**config.mk**
```make
export PLATFORM = sky130hd
export DESIGN_NAME = cnn_frame_sequencer
export DESIGN_NICKNAME = d
export VERILOG_FILES = /design/src/rtl/cnn_frame_sequencer.sv
export SDC_FILE = /design/constraint.sdc
export NUM_CORES = 1
export LEC_CHECK = 0
export ABC_AREA = 1
export CAP_MARGIN = 25
export CELL_PAD_IN_SITES_DETAIL_PLACEMENT = 0
export CELL_PAD_IN_SITES_GLOBAL_PLACEMENT = 1
export CORE_AREA = 2 2 220 168
export DETAILED_ROUTE_END_ITERATION = 6
export DIE_AREA = 0 0 222 170
export PLACE_DENSITY = 0.78
export SKIP_LAST_GASP = 1
export SYNTH_ARGS = -nofsm -noshare
export SYNTH_HDL_FRONTEND = slang
export SYNTH_SLANG_ARGS = --single-unit
```
**constraint.sdc**
```tcl
create_clock -name clk -period 3.65 [get_ports clk]
set_input_delay 1.095 -clock clk [delete_from_list [all_inputs] [get_ports clk]]
set_output_delay 1.095 -clock clk [all_outputs]
set_load 0.005 [all_outputs]
```
**src/rtl/cnn_frame_sequencer.sv**
```systemverilog
// Multi-channel feature-map sequencer: vsync/hsync blanking then a width x height data phase per channel.
// Start-to-VSYNC latency 1 cycle; i_stall freezes the DATA phase only, blanking phases ignore it.
module cnn_frame_sequencer #(
  parameter int W_SIZE       = 12,
  parameter int W_DELAY      = 12,
  parameter int W_CH         = 8,
  parameter int W_FRAME_SIZE = 2*W_SIZE+1
) (
  input  logic                    clk,
  input  logic                    rstn,
  input  logic [W_SIZE-1:0]       q_width,
  input  logic [W_SIZE-1:0]       q_height,
  input  logic [W_DELAY-1:0]      q_vsync_delay,
  input  logic [W_DELAY-1:0]      q_hsync_delay,
  input  logic [W_CH-1:0]         q_channels,
  input  logic                    q_start,
  input  logic                    i_stall,
  output logic                    o_busy,
  output logic                    o_ctrl_vsync_run,
  output logic                    o_ctrl_hsync_run,
  output logic                    o_ctrl_data_run,
  output logic [W_DELAY-1:0]      o_ctrl_vsync_cnt,
  output logic [W_DELAY-1:0]      o_ctrl_hsync_cnt,
  output logic                    o_data_valid,
  output logic [W_SIZE-1:0]       o_row,
  output logic [W_SIZE-1:0]       o_col,
  output logic [W_CH-1:0]         o_channel,
  output logic [W_FRAME_SIZE-1:0] o_data_count,
  output logic                    o_end_line,
  output logic                    o_end_frame,
  output logic                    o_done
);

  localparam logic [2:0] S_IDLE  = 3'd0;
  localparam logic [2:0] S_VSYNC = 3'd1;
  localparam logic [2:0] S_HSYNC = 3'd2;
  localparam logic [2:0] S_DATA  = 3'd3;
  localparam logic [2:0] S_DONE  = 3'd4;

  logic [2:0]              r_state;
  logic [2:0]              w_next;
  logic [W_SIZE-1:0]       r_width;
  logic [W_DELAY-1:0]      r_vdly;
  logic [W_DELAY-1:0]      r_hdly;
  logic [W_CH-1:0]         r_channels;
  logic [W_FRAME_SIZE-1:0] r_frame_size;
  logic [W_DELAY-1:0]      r_vcnt;
  logic [W_DELAY-1:0]      r_hcnt;
  logic [W_SIZE-1:0]       r_row;
  logic [W_SIZE-1:0]       r_col;
  logic [W_CH-1:0]         r_channel;
  logic [W_FRAME_SIZE-1:0] r_dcnt;

  logic w_data_run;
  logic w_beat;
  logic w_end_line;
  logic w_end_frame;
  logic w_last_ch;
  logic w_zero_cfg;

  assign w_data_run  = (r_state == S_DATA);
  assign w_beat      = w_data_run & ~i_stall;
  assign w_end_line  = w_data_run && (r_col == r_width - W_SIZE'(1));
  assign w_end_frame = w_data_run && (r_dcnt == r_frame_size - W_FRAME_SIZE'(1));
  assign w_last_ch   = (r_channel == r_channels - W_CH'(1));
  assign w_zero_cfg  = (q_width == '0) || (q_height == '0) || (q_channels == '0);

  always_comb begin
    w_next = r_state;
    case (r_state)
      S_IDLE:  if (q_start) w_next = w_zero_cfg ? S_DONE : S_VSYNC;
      S_VSYNC: if (r_vcnt == r_vdly) w_next = S_HSYNC;
      S_HSYNC: if (r_hcnt == r_hdly) w_next = S_DATA;
      S_DATA: begin
        if (w_beat) begin
          if (w_end_frame)     w_next = w_last_ch ? S_DONE : S_VSYNC;
          else if (w_end_line) w_next = S_HSYNC;
        end
      end
      S_DONE:  w_next = S_IDLE;
      default: w_next = S_IDLE;
    endcase
  end

  always_ff @(posedge clk or negedge rstn) begin
    if (!rstn) begin
      r_state      <= S_IDLE;
      r_width      <= '0;
      r_vdly       <= '0;
      r_hdly       <= '0;
      r_channels   <= '0;
      r_frame_size <= '0;
      r_vcnt       <= '0;
      r_hcnt       <= '0;
      r_row        <= '0;
      r_col        <= '0;
      r_channel    <= '0;
      r_dcnt       <= '0;
    end else begin
      r_state <= w_next;
      if (r_state == S_IDLE && q_start) begin
        r_width      <= q_width;
        r_vdly       <= q_vsync_delay;
        r_hdly       <= q_hsync_delay;
        r_channels   <= q_channels;
        r_frame_size <= W_FRAME_SIZE'(q_width) * W_FRAME_SIZE'(q_height);
        r_channel    <= '0;
      end
      r_vcnt <= (r_state == S_VSYNC && w_next == S_VSYNC) ? r_vcnt + W_DELAY'(1) : '0;
      r_hcnt <= (r_state == S_HSYNC && w_next == S_HSYNC) ? r_hcnt + W_DELAY'(1) : '0;
      if (w_beat) begin
        if (w_end_frame) begin
          r_row  <= '0;
          r_col  <= '0;
          r_dcnt <= '0;
          if (!w_last_ch) r_channel <= r_channel + W_CH'(1);
        end else if (w_end_line) begin
          r_col  <= '0;
          r_row  <= r_row + W_SIZE'(1);
          r_dcnt <= r_dcnt + W_FRAME_SIZE'(1);
        end else begin
          r_col  <= r_col + W_SIZE'(1);
          r_dcnt <= r_dcnt + W_FRAME_SIZE'(1);
        end
      end
      // Overrides the increment above so the index reads 0 once the run completes.
      if (w_next == S_DONE && r_state != S_DONE) r_channel <= '0;
    end
  end

  assign o_busy           = (r_state != S_IDLE);
  assign o_ctrl_vsync_run = (r_state == S_VSYNC);
  assign o_ctrl_hsync_run = (r_state == S_HSYNC);
  assign o_ctrl_data_run  = w_data_run;
  assign o_ctrl_vsync_cnt = r_vcnt;
  assign o_ctrl_hsync_cnt = r_hcnt;
  assign o_data_valid     = w_beat;
  assign o_row            = r_row;
  assign o_col            = r_col;
  assign o_channel        = r_channel;
  assign o_data_count     = r_dcnt;
  assign o_end_line       = w_end_line;
  assign o_end_frame      = w_end_frame;
  assign o_done           = (r_state == S_DONE);

endmodule

```
; ---- After elaboration in Yosys (flattened, before gate mapping)
; Cells that the tools add are included.
[totals]
n_memories = 0
wordCells = 73
latchBits = 0
out_inout_bits = 89
inputBits = 60
rom_bits = 0
ramBits = 0
reg_bits = 152
[op_classes]
n_mux = 21
n_lt_le_gt_ge = 0
div_mod_pow = 0
add_sub_neg = 9
n_eq_ne = 13
n_mul = 1
shifts = 0
reduce_logical = 15
bitwise_logic = 2
[ops]
columns = cell, n
row1 = 2-to-1 mux 12 bit, 6
row2 = adder 12 x 1 -> 12 bit (second input constant), 4
row3 = 2-to-1 mux 8 bit, 5
row4 = == test 12 bit, 3
row5 = adder 25 x 1 -> 25 bit (second input constant), 1
row6 = == test 25 bit, 1
row7 = 2-to-1 mux 25 bit, 1
row8 = subtractor 24 x 1 -> 25 bit (second input constant), 1
row9 = logical NOT 12 bit, 2
row10 = multiplier 12 x 12 -> 24 bit, 1
row11 = 2-to-1 mux 3 bit, 8
row12 = one-hot mux 3 bit (4 select lines), 1
row13 = subtractor 12 x 1 -> 12 bit (second input constant), 1
row14 = == test 3 x 2 -> 1 bit (second input constant), 3
row15 = adder 8 x 1 -> 8 bit (second input constant), 1
row16 = == test 8 bit, 1
row17 = logical NOT 8 bit, 1
row18 = subtractor 8 x 1 -> 8 bit (second input constant), 1
row19 = == test 3 x 1 -> 1 bit (second input constant), 2
row20 = == test 3 bit (second input constant), 2
row21 = logical AND 1 bit, 6
row22 = logical NOT 3 bit, 1
row23 = != test 3 bit (second input constant), 1
row24 = nonzero test 3 bit, 1
row25 = 5 further kinds, 6

; ---- Depth between registers and ports, before layout
; Gate-level depths: netlist (run 1).
[logic_depth]
depth_word = 10
mapped_depth = 24
mapped_depth_nobuf = 23

; ---- Worst setup path after synthesis (run 1)
; Ideal clock, no wire load.
[synth_timing]
path_kind = input -> register
startpoint = in q_width[0]
endpoint = reg r_frame_size[20]
required_ns = 3.516
cell_stages = 19
path_buffers = 1
setup_time_ns = 0.134
t_arrival_ns = 5.558
setup_slack_ns = -2.042
path_cell_list = clkbuf_1 nand2_1 fa_1 fa_1 inv_1 fa_1 fa_1 inv_1 fa_1 inv_1 ha_1 nand2_1 nor2_1 inv_1 o21ai_0 a21oi_1 o21ai_0 xor2_1 o21ai_0
[synth_between]
elab_chain_len = 1
[synth_rtl]
columns = element, line
row1 = start: declaration, 11  ; input logic [W_SIZE-1:0] q_width,
row2 = multiplier 12 x 12 -> 24 bit, 106  ; r_frame_size <= W_FRAME_SIZE'(q_width) * W_FRAME_SIZE'(q_height);
row3 = end signal: assignment, 106
row4 = end: declaration, 46  ; logic [W_FRAME_SIZE-1:0] r_frame_size;
; Every way passes these cells.
; A chain may end at the register's enable or synchronous reset.

; ---- Final worst setup path (run 1)
[layout_timing]
startpoint = in q_height[6]
endpoint = reg r_frame_size[22]
[layout_between]
elab_chain_len = 1
[layout_rtl]
columns = element, line
row1 = start: declaration, 12  ; input logic [W_SIZE-1:0] q_height,
row2 = multiplier 12 x 12 -> 24 bit, 106
; Every way passes these cells.

==> flow_metrics.py, run 1 <==
metrics = {
    "status": {
        "outcome": "complete, but fails checks",
        "violations": "negative setup slack",
    },
    "sta": {
        "finalClockSkew_ns": 0.0181,
        "slew_violations": 0,
        "fin_crit_sh": 1.41,
        "max_freq_ghz": 0.194,
        "setup_violations": 18,
        "period_needed_ns": 5.15,
        "timing.hold.ws_ns": 0.494,
        "fin_tns_setup_ns": -21.50,
        "rsz0062_at_grt": "true",
        "hold_viol_final": 0,
        "setup_ws_ns": -1.50,
        "slew_headroom": 0.535,
        "tightest_slew_ns": 0.691,
    },
    "final_layout": {
        "drive_above_1_share": 0.250,
        "n_antenna_cell": 0,
        "layout_common_cells": "nand2_1, inv_1, buf_4, dfrtp_1, nor2_1",
        "mostFrequentLayoutCell": "nand2_1",
        "fillers": 3326,
        "stdcell_count": 2737,
        "post-route-util": 0.555,
        "layout.nets": 2490,
        "syn_to_final_growth_pct": 39.9,
    },
    "floorplanning": {
        "start_util": 0.397,
        "die_area_sq_um": 37700,
        "core-area_sq_um": 35500,
        "die_h_microns": 170,
        "rows": 60,
        "die_x_microns": 222,
        "ios": 149,
    },
    "global_route": {
        "grt_use_met1": 0.347,
        "grt_most_used_layer": "met2",
        "antenna_found_initial": 0,
        "use_met2": 0.362,
        "grt_start_max_net_pins": 68,
        "grt_pass1_vias": 13131,
        "grt_pass1_wl_mm": 70.5,
        "grt_use_met3": 0.0497,
        "grt_overflow": 0,
        "grt.total_usage": 0.237,
    },
    "clock_network": {
        "cts_num_sinks": 152,
        "h-tree-depth": 4,
        "cts_tree": "built",
        "clkTransAtPathRegs_ns": 0.06,
        "clockBufferDepth": 2,
        "hold_buffers": 0,
        "clock_latency_ns": 0.45,
        "cts_buffers": 17,
        "ctsRootBufferMaster": "clkbuf_16",
    },
    "power_and_ir_drop": {
        "max-vdd-ir-drop_mv": 0.816,
        "report.power.total_w": 0.0116,
        "cellPowerDensity_nw_per_um2": 589,
        "cellLeakagePower_nw": 10.1,
    },
    "hold_path": {
        "hp-start": "r_channels[4]",
        "worstHoldPathType": "flop to flop",
        "hold_depth": 2,
        "min_to": "r_channels[4]",
    },
    "synth": {
        "synth_nets": 2138,
        "synth_flop_cell": "dfrtp_1",
        "netlist_area_sq_um": 14100,
        "synth_top_family_by_area": "simple AND/OR/NAND/NOR gates",
        "synth_fa_ha_area_frac": 0.205,
        "ys_seq_area_frac": 0.270,
        "synth-compound-area-share": 0.0480,
        "synth-edff-count": 0,
        "synth_cells": 1907,
        "synth_seq_cells": 152,
        "synthXorXnorAreaFrac": 0.0839,
        "synth_cell_types": 49,
        "synthArstFlopShare": 1.00,
        "avgSynthCellArea_sq_um": 7.39,
        "synth-simple-area-share": 0.285,
        "synthMuxAreaShare": 0,
        "yosysWarnings": 0,
    },
    "setup_path": {
        "crit_top_cell": "inv_2",
        "crit_path_start_kind": "primary input",
        "cpMaxStageDelayCell": "fa_1",
        "cp-end-kind": "flop",
        "critPathArrivalTime_ns": 5.47,
        "max_stage_delay_ns": 0.53,
        "critical_path_class": "primary input to flop",
        "crit_required_ns": 3.97,
        "reg2reg_slack_ns": 0.17,
        "reg2reg_from": "r_width[0]",
        "rr_endpoint": "o_ctrl_hsync_cnt[7]",
        "path_max_fanout": 5,
        "cpLargestDelayFamily": "adder cells",
        "critPathBufInv": 11,
        "r2r.worst_path.cells": 23,
    },
    "routing": {
        "vias": 13487,
        "firstDrtPassIters": 5,
        "antenna_left": 0,
        "drtIter0Drc": 942,
        "drc_errors": 0,
        "avgRoutedWirePerCell_microns": 16.2,
        "wl_mm": 44.4,
        "via_per_inst": 4.93,
    },
    "run": {
        "drv_cap": 0,
    },
    "placed_design": {
        "io_buffers": 148,
        "place_congestion": 0.930,
        "post-place-cells": 2623,
        "hpwl_mm": 34.1,
    },
}
[stage by stage]
stage	worst slack, ns	cell area (sq um)
floorplan	-1.61	14800
global route	-1.60	19700
detailed placement	-2.42	17600
CTS	-1.55	19100
finish	-1.50	19700
global placement	-2.31	17600
[power breakdown]
part           switching [W]  total (W)  internal, W
combinational        0.00387    0.00790      0.00403
sequential          0.000115    0.00187      0.00175
clock               0.000796    0.00184      0.00104
[worst reg2reg max path, stage by stage, from the launching register on]
cell,delay (ns)
dfrtp_1,0.39
inv_2,0.08
ha_2,0.19
nand2_2,0.09
nor3_4,0.20
xor2_1,0.22
xor2_1,0.21
nand4_1,0.16
buf_4,0.16
buf_4,0.12
buf_4,0.12
buf_4,0.12
buf_4,0.12
buf_4,0.12
buf_4,0.12
buf_4,0.13
buf_4,0.12
buf_4,0.14
nand2_2,0.09
nand3_1,0.08
nand2_2,0.10
nand3_2,0.09
buf_12,0.17
nor2_2,0.09
[layout make-up]
class | instances | area, sq um | area share
Timing Repair Buffer | 381 | 3540 | 0.180
Inverter | 354 | 1330 | 0.0675
Tap cell | 465 | 582 | 0.0295
Multi-Input combinational cell | 1353 | 9850 | 0.500
Clock inverter | 14 | 163 | 0.00825
Sequential cell | 152 | 3810 | 0.193
Clock buffer | 18 | 439 | 0.0223
[Yosys cell counts, types with 4 or more instances]
| library cell | number | area share |
|---|---|---|
| inv_1 | 347 | 0.092 |
| nand2_2 | 8 | 0.0036 |
| ha_1 | 71 | 0.063 |
| xnor2_1 | 45 | 0.028 |
| a21oi_1 | 32 | 0.011 |
| nand2_1 | 531 | 0.14 |
| xor2_1 | 90 | 0.056 |
| a31oi_1 | 4 | 0.0018 |
| nor2_1 | 145 | 0.039 |
| nor3b_1 | 6 | 0.0032 |
| nor2_2 | 20 | 0.0089 |
| and3_1 | 6 | 0.0027 |
| fa_1 | 100 | 0.14 |
| dfrtp_1 | 152 | 0.27 |
| nand3b_1 | 7 | 0.0037 |
| o21ai_0 | 66 | 0.023 |
| or2_2 | 9 | 0.0040 |
| inv_2 | 5 | 0.0013 |
| nand4_1 | 42 | 0.019 |
| nor3_1 | 30 | 0.011 |
| nor4_1 | 17 | 0.0075 |
| nand3_1 | 91 | 0.032 |
| clkbuf_1 | 43 | 0.011 |
[routing by layer]
metal,share of wire,vias up,routed length (microns)
met1,0.48,6489,21100
met5,0.0011,-,49
met4,0.0098,2,437
met3,0.067,42,2980
li1,-,6563,-
met2,0.45,391,19800
[how the worst max path moves through the flow]
stage	start	depth (start not counted)	end	slack [ns]
6_report	q_height[6]	26	r_frame_size[22]	-1.50
2_1_floorplan	q_width[5]	23	r_frame_size[23]	-1.61
3_3_place_gp	q_height[5]	24	r_frame_size[23]	-2.31
5_1_grt	q_height[8]	26	r_frame_size[22]	-1.60
3_5_place_dp	q_height[5]	22	r_frame_size[19]	-2.42
4_1_cts	q_width[3]	26	r_frame_size[23]	-1.55
[sequential cells by signal (all words and copies together), names as in the netlist]
register,count
r_vdly,12
r_channels,8
r_state,3
o_row,12
o_col,12
o_ctrl_hsync_cnt,12
o_channel,8
o_ctrl_vsync_cnt,12
o_data_count,25
r_hdly,12
r_frame_size,24
r_width,12
[logic make-up (layout without fill, tap and decap cells)]
logic type / after synthesis / in the layout
AND/OR/NAND/NOR: 925 / 925
XOR/XNOR: 135 / 135
adder cells (fa/ha/maj): 171 / 171
AO/OA/AOI/OAI: 122 / 122
buffers and inverters: 402 / 767
flip-flops: 152 / 152
[what timing repair did]
action	in CTS	in global routing
cloned	2	0
endpoints found under the setup margin	22	63
gates resized for setup	221	160
buffers inserted	64	31
pin swaps	87	115
No activity file was read; power rests on OpenSTA's default activity.
==> run 2, diff against run 1 <==
SKIP_CTS_REPAIR_TIMING = 1   (was not set)
==> run 2 against run 1 <==
The run still ends with negative setup slack left. Fmax down 0.72%. Clock power hardly changed. Register-to-register slack improved by 0.58 ns. Clock skew decreased by 0.0044 ns. Critical endpoint is now r_frame_size[19].
==> flow_metrics.py, run 2 (synthesis gave the netlist of run 1 again) <==
metrics = {
    "sta": {
        "rsz0062_at_grt": "true",
        "slew_headroom": 0.482,
        "fin_crit_sh": 1.42,
        "slew_violations": 0,
        "setup_ws_ns": -1.53,
        "finalClockSkew_ns": 0.0137,
        "max_freq_ghz": 0.193,
        "period_needed_ns": 5.18,
        "tightest_slew_ns": 0.771,
        "hold_viol_final": 0,
        "setup_violations": 19,
        "timing.hold.ws_ns": 0.496,
    },
    "clock_network": {
        "h-tree-depth": 4,
        "clock_latency_ns": 0.45,
        "clockBufferDepth": 2,
        "cts_num_sinks": 152,
        "ctsRootBufferMaster": "clkbuf_16",
        "clkTransAtPathRegs_ns": 0.06,
        "cts_tree": "built",
        "cts_buffers": 17,
    },
    "global_route": {
        "grt_pass1_vias": 12732,
        "grt.total_usage": 0.229,
        "grt_start_max_net_pins": 68,
        "antenna_found_initial": 0,
        "grt_pass1_wl_mm": 68.2,
        "grt_overflow": 0,
    },
    "power_and_ir_drop": {
        "cellPowerDensity_nw_per_um2": 584,
        "report.power.total_w": 0.0113,
        "cellLeakagePower_nw": 10.0,
        "max-vdd-ir-drop_mv": 0.767,
    },
    "setup_path": {
        "cpMaxStageDelayCell": "fa_1",
        "crit_path_start_kind": "primary input",
        "critPathArrivalTime_ns": 5.51,
        "path_max_fanout": 6,
        "critical_path_class": "primary input to flop",
        "cp_cell_sequence": "buf_6 -> buf_6 -> nand2_4 -> inv_2 -> fa_1 -> inv_1 -> fa_1 -> inv_2 -> fa_1 -> fa_1 -> inv_2 -> fa_1 -> inv_2 -> ha_4 -> a21oi_4 -> buf_6 -> o21a_1 -> inv_2 -> a31oi_4 -> o21ai_2 -> or2_4 -> nand3_2 -> o21ai_1",
        "crit_required_ns": 3.98,
        "cp-end-kind": "flop",
        "max_stage_delay_ns": 0.57,
    },
    "final_layout": {
        "largest_reg_flops": 25,
        "fillers": 3343,
        "post-route-util": 0.545,
        "syn_to_final_growth_pct": 37.3,
        "n_antenna_cell": 0,
        "mostFrequentLayoutCell": "nand2_1",
        "drive_above_1_share": 0.220,
        "layout.nets": 2462,
        "layout_common_cells": "nand2_1, inv_1, buf_4, dfrtp_1, nor2_1",
    },
    "routing": {
        "vias": 13247,
        "drtIter0Drc": 842,
        "firstDrtPassIters": 5,
        "drc_errors": 0,
        "antenna_left": 0,
        "via_per_inst": 4.89,
        "wl_mm": 43.2,
        "avgRoutedWirePerCell_microns": 16.0,
    },
    "hold_path": {
        "worstHoldPathType": "flop to flop",
    },
    "floorplanning": {
        "rows": 60,
        "ios": 149,
        "die_x_microns": 222,
        "die_h_microns": 170,
        "start_util": 0.397,
        "die_area_sq_um": 37700,
        "core-area_sq_um": 35500,
    },
    "placed_design": {
        "place_congestion": 0.930,
        "io_buffers": 148,
        "hpwl_mm": 34.1,
    },
    "run": {
        "drv_cap": 0,
    },
    "status": {
        "violations": "negative setup slack",
        "outcome": "complete, but fails checks",
    },
}
[run 2: critical path, delay by kind of cell]
family	cells	cell delay [ns]
adders and majority gates	6	2.86
AOI/OAI and AO/OA	5	0.60
buffers and inverters	9	0.60
and+or+nand+nor	3	0.36
[run 2: routing by layer]
| metal | wire [microns] | vias to the layer above | GRT usage |
|---|---|---|---|
| met5 | 0 | - | 0.0155 |
| met1 | 21000 | 6364 | 0.337 |
| met2 | 18900 | 342 | 0.342 |
| met3 | 2790 | 39 | 0.0492 |
| met4 | 545 | 0 | 0.0467 |
| li1 | - | 6502 | - |
[run 2: final timing paths]
path / from / end / slack, ns / cells after the start
worst max-delay path: q_height[9] / r_frame_size[19] / -1.53 / 23
worst min-delay path: r_channels[4] / r_channels[4] / 0.50 / 2
worst max register to register: r_state[2] / o_data_count[19] / 0.75 / 14
worst min register to register: r_channels[4] / r_channels[4] / 0.50 / 2
max in group asynchronous: rstn / r_hdly[2] / 2.19 / 2
min in group asynchronous: rstn / o_data_count[23] / 0.65 / 1
[run 2: final cells by class]
type / count / area (sq um) / area share
Tap cell: 465 / 582 / 0.0301
Timing Repair Buffer: 353 / 3410 / 0.176
Sequential cell: 152 / 3800 / 0.197
Inverter: 354 / 1330 / 0.0687
Clock inverter: 14 / 163 / 0.00841
Multi-Input combinational cell: 1353 / 9620 / 0.497
Clock buffer: 18 / 439 / 0.0227
[run 2: per-stage QoR]
stage                     worst slack [ns]  std cells  TNS (ns)  cell area, sq um
after floorplan                      -1.61       1907    -21.19             14800
after global placement               -2.31       2623    -39.18             17600
after detailed placement             -2.42       2623    -40.78             17600
after CTS                            -1.94       2655    -31.80             18200
after global routing                 -1.71       2709    -24.54             19300
final                                -1.53       2709    -21.79             19300
[run 2: where the power goes]
group	switching [W]	internal, W	total (W)	leakage [nW]
logic	0.00374	0.00386	0.00760	7.76
registers	0.000116	0.00175	0.00187	1.95
clock network	0.000794	0.00104	0.00184	0.293
total	0.00465	0.00665	0.0113	10.0
==> run 3, diff against run 2 <==
CAP_MARGIN = 30   (was 25)
CORE_AREA = 2 2 254 193   (was 2 2 220 168)
DIE_AREA = 0 0 256 195   (was 0 0 222 170)
PLACE_DENSITY = 0.61   (was 0.78)
==> run 3 against run 2 <==
Clock power about the same. Die area grew 32%. Cell area grew 1.4%. Clock skew is 0.0088 ns higher. Sequential share of layout area is 0.22 points lower. The flow still finishes with violations (negative setup slack). First-iteration DRC count fell by 13%. Core utilization shrank 13 points. Critical endpoint is now r_frame_size[23]. Via count down 1.7%. Largest cell class unchanged. Fmax is 0.54% lower. Clock-buffer cell count did not move. Largest power group unchanged. Highest routed layer unchanged. Routed wire length rose by 4.0%. Combinational power rose by 5.5%.
==> flow_metrics.py, run 3 (synthesis gave the netlist of run 1 again) <==
metrics = {
    "routing": {
        "met1Wirelength_mm": 21.9,
        "vias": 13023,
        "firstDrtPassIters": 5,
        "wl_mm": 45.0,
        "via_per_inst": 4.50,
        "wl_met2_mm": 20.1,
        "wl_met3_mm": 2.34,
        "top_layer": "met4",
        "drtIter0Drc": 731,
        "antenna_left": 0,
        "drc_errors": 0,
        "avgRoutedWirePerCell_microns": 15.5,
    },
    "power_and_ir_drop": {
        "max-vdd-ir-drop_mv": 0.776,
        "cellPowerDensity_nw_per_um2": 597,
        "cellLeakagePower_nw": 10.1,
    },
    "floorplanning": {
        "start_util": 0.298,
        "rows": 69,
        "die_area_sq_um": 49900,
        "core-area_sq_um": 47200,
        "die_h_microns": 195,
        "ios": 149,
        "die_x_microns": 256,
    },
    "clock_network": {
        "clock_latency_ns": 0.46,
        "cts_buffers": 17,
        "cts_tree": "built",
        "clockBufferDepth": 2,
        "cts_num_sinks": 152,
        "h-tree-depth": 4,
        "clkTransAtPathRegs_ns": 0.07,
        "ctsRootBufferMaster": "clkbuf_16",
    },
    "global_route": {
        "grt_start_max_net_pins": 71,
        "grt.total_usage": 0.178,
        "grt_pass1_vias": 12941,
        "antenna_found_initial": 1,
        "grt_pass1_wl_mm": 70.8,
        "grt_overflow": 0,
    },
    "status": {
        "violations": "negative setup slack",
        "outcome": "complete, but fails checks",
    },
    "final_layout": {
        "stdcell_count": 2897,
        "layout_common_cells": "nand2_1, inv_1, buf_4, dfrtp_1, nor2_1",
        "mostFrequentLayoutCell": "nand2_1",
        "drive_above_1_share": 0.223,
        "layout.nets": 2475,
        "final_area_sq_um": 19600,
        "largest_reg_flops": 25,
        "syn_to_final_growth_pct": 39.2,
    },
    "setup_path": {
        "critical_path_class": "primary input to flop",
        "path_max_fanout": 8,
        "critPathArrivalTime_ns": 5.55,
        "rr_endpoint": "o_ctrl_hsync_cnt[11]",
        "startpoint": "q_height[6]",
        "reg2reg_from": "r_frame_size[1]",
        "cp-end-kind": "flop",
        "crit_end": "r_frame_size[23]",
        "r2r.worst_path.cells": 19,
        "reg2reg_slack_ns": 0.70,
        "crit_required_ns": 3.99,
        "crit_path_start_kind": "primary input",
    },
    "placed_design": {
        "hpwl_mm": 35.9,
        "io_buffers": 148,
        "post-place-cells": 2810,
        "place_congestion": 0.928,
        "placed_cell_area_sq_um": 17900,
    },
    "sta": {
        "hold_viol_final": 0,
        "period_needed_ns": 5.21,
        "setup_ws_ns": -1.56,
        "slew_violations": 0,
        "slew_headroom": 0.601,
        "rsz0062_at_grt": "true",
        "fin_crit_sh": 1.43,
        "setup_violations": 19,
        "finalClockSkew_ns": 0.0225,
        "tightest_slew_ns": 0.599,
        "max_freq_ghz": 0.192,
    },
    "hold_path": {
        "worstHoldPathType": "flop to flop",
    },
    "run": {
        "drv_cap": 0,
    },
}
==> run 3: cell types whose count changed in the layout (fill, tap and decap cells not counted), moves of 5 or more <==
| cell | previous run | this run |
|---|---|---|
| buf_12 | 18 | 13 |
| buf_4 | 158 | 177 |
| buf_8 | 7 | 2 |
| dfrtp_1 | 152 | 144 |
| dfrtp_2 | 0 | 8 |
| inv_1 | 305 | 314 |
| inv_2 | 48 | 38 |
| nand2_2 | 34 | 25 |
| nand2_4 | 16 | 21 |
| nand3_1 | 84 | 79 |
| nand3_2 | 8 | 13 |
| nor2_1 | 132 | 123 |
| nor2_4 | 10 | 16 |
==> run 3: worst min path at each step <==
| stage | start | end | slack (ns) | cells past startpoint |
|---|---|---|---|---|
| 6_report | r_channels[1] | r_channels[1] | 0.49 | 2 |
| 5_1_grt | r_vdly[7] | r_vdly[7] | 0.54 | 2 |
| 4_1_cts | r_channels[4] | r_channels[4] | 0.50 | 2 |
| 3_5_place_dp | r_channels[4] | r_channels[4] | 0.48 | 2 |
| 3_3_place_gp | r_channels[4] | r_channels[4] | 0.48 | 2 |
| 2_1_floorplan | r_channels[1] | r_channels[1] | 0.45 | 2 |
==> run 3: area by class of cell <==
class | count | area [sq um]
fillers | 4822 | 27600
clock inverters | 14 | 154
well taps | 639 | 800
multi-input cells | 1354 | 9710
clock buffers | 18 | 439
diodes | 1 | 2.50
inverters | 354 | 1330
flip-flops and latches | 152 | 3810
repair buffers | 365 | 3370
==> run 3: metal layers <==
layer  global-route usage  vias up
met5                    0        -
li1                     -     6536
met2                0.283      275
met1                0.254     6177
met3               0.0309       35
met4               0.0377        0
==> run 3: where the power goes <==
part           internal, W  leakage [nW]  total (W)  switching (W)
clock network     0.000934         0.288    0.00182       0.000882
registers          0.00175          1.94    0.00187       0.000120
logic              0.00407          7.87    0.00802        0.00395
==> run 3: critical path: stages <==
cell and delay, ns:
buf_6 0.10, buf_12 0.13, buf_4 0.15, nand2_4 0.06, inv_2 0.03, fa_1 0.52, inv_1 0.05, fa_1 0.46
inv_2 0.09, fa_2 0.46, fa_1 0.51, inv_1 0.05, fa_1 0.48, inv_2 0.04, ha_4 0.31, nand2_4 0.07
nor2_4 0.09, buf_4 0.12, nand4_1 0.18, nand3_4 0.15, a31o_4 0.15, nor2_2 0.03, o21ai_1 0.14, nand2_1 0.06
==> run 3: stage by stage <==
stage,hold slack (ns),TNS (ns),power [W],setup slack (ns),util
2_1_floorplan,0.453,-21.19,0.00582,-1.61,-
3_3_place_gp,0.480,-39.91,0.00842,-2.43,0.379
3_5_place_dp,0.480,-40.66,0.00841,-2.48,0.379
4_1_cts,0.496,-31.61,0.0103,-1.97,0.392
5_1_grt,0.540,-25.47,0.0126,-1.72,0.415
6_report,0.493,-22.40,0.0117,-1.56,0.415
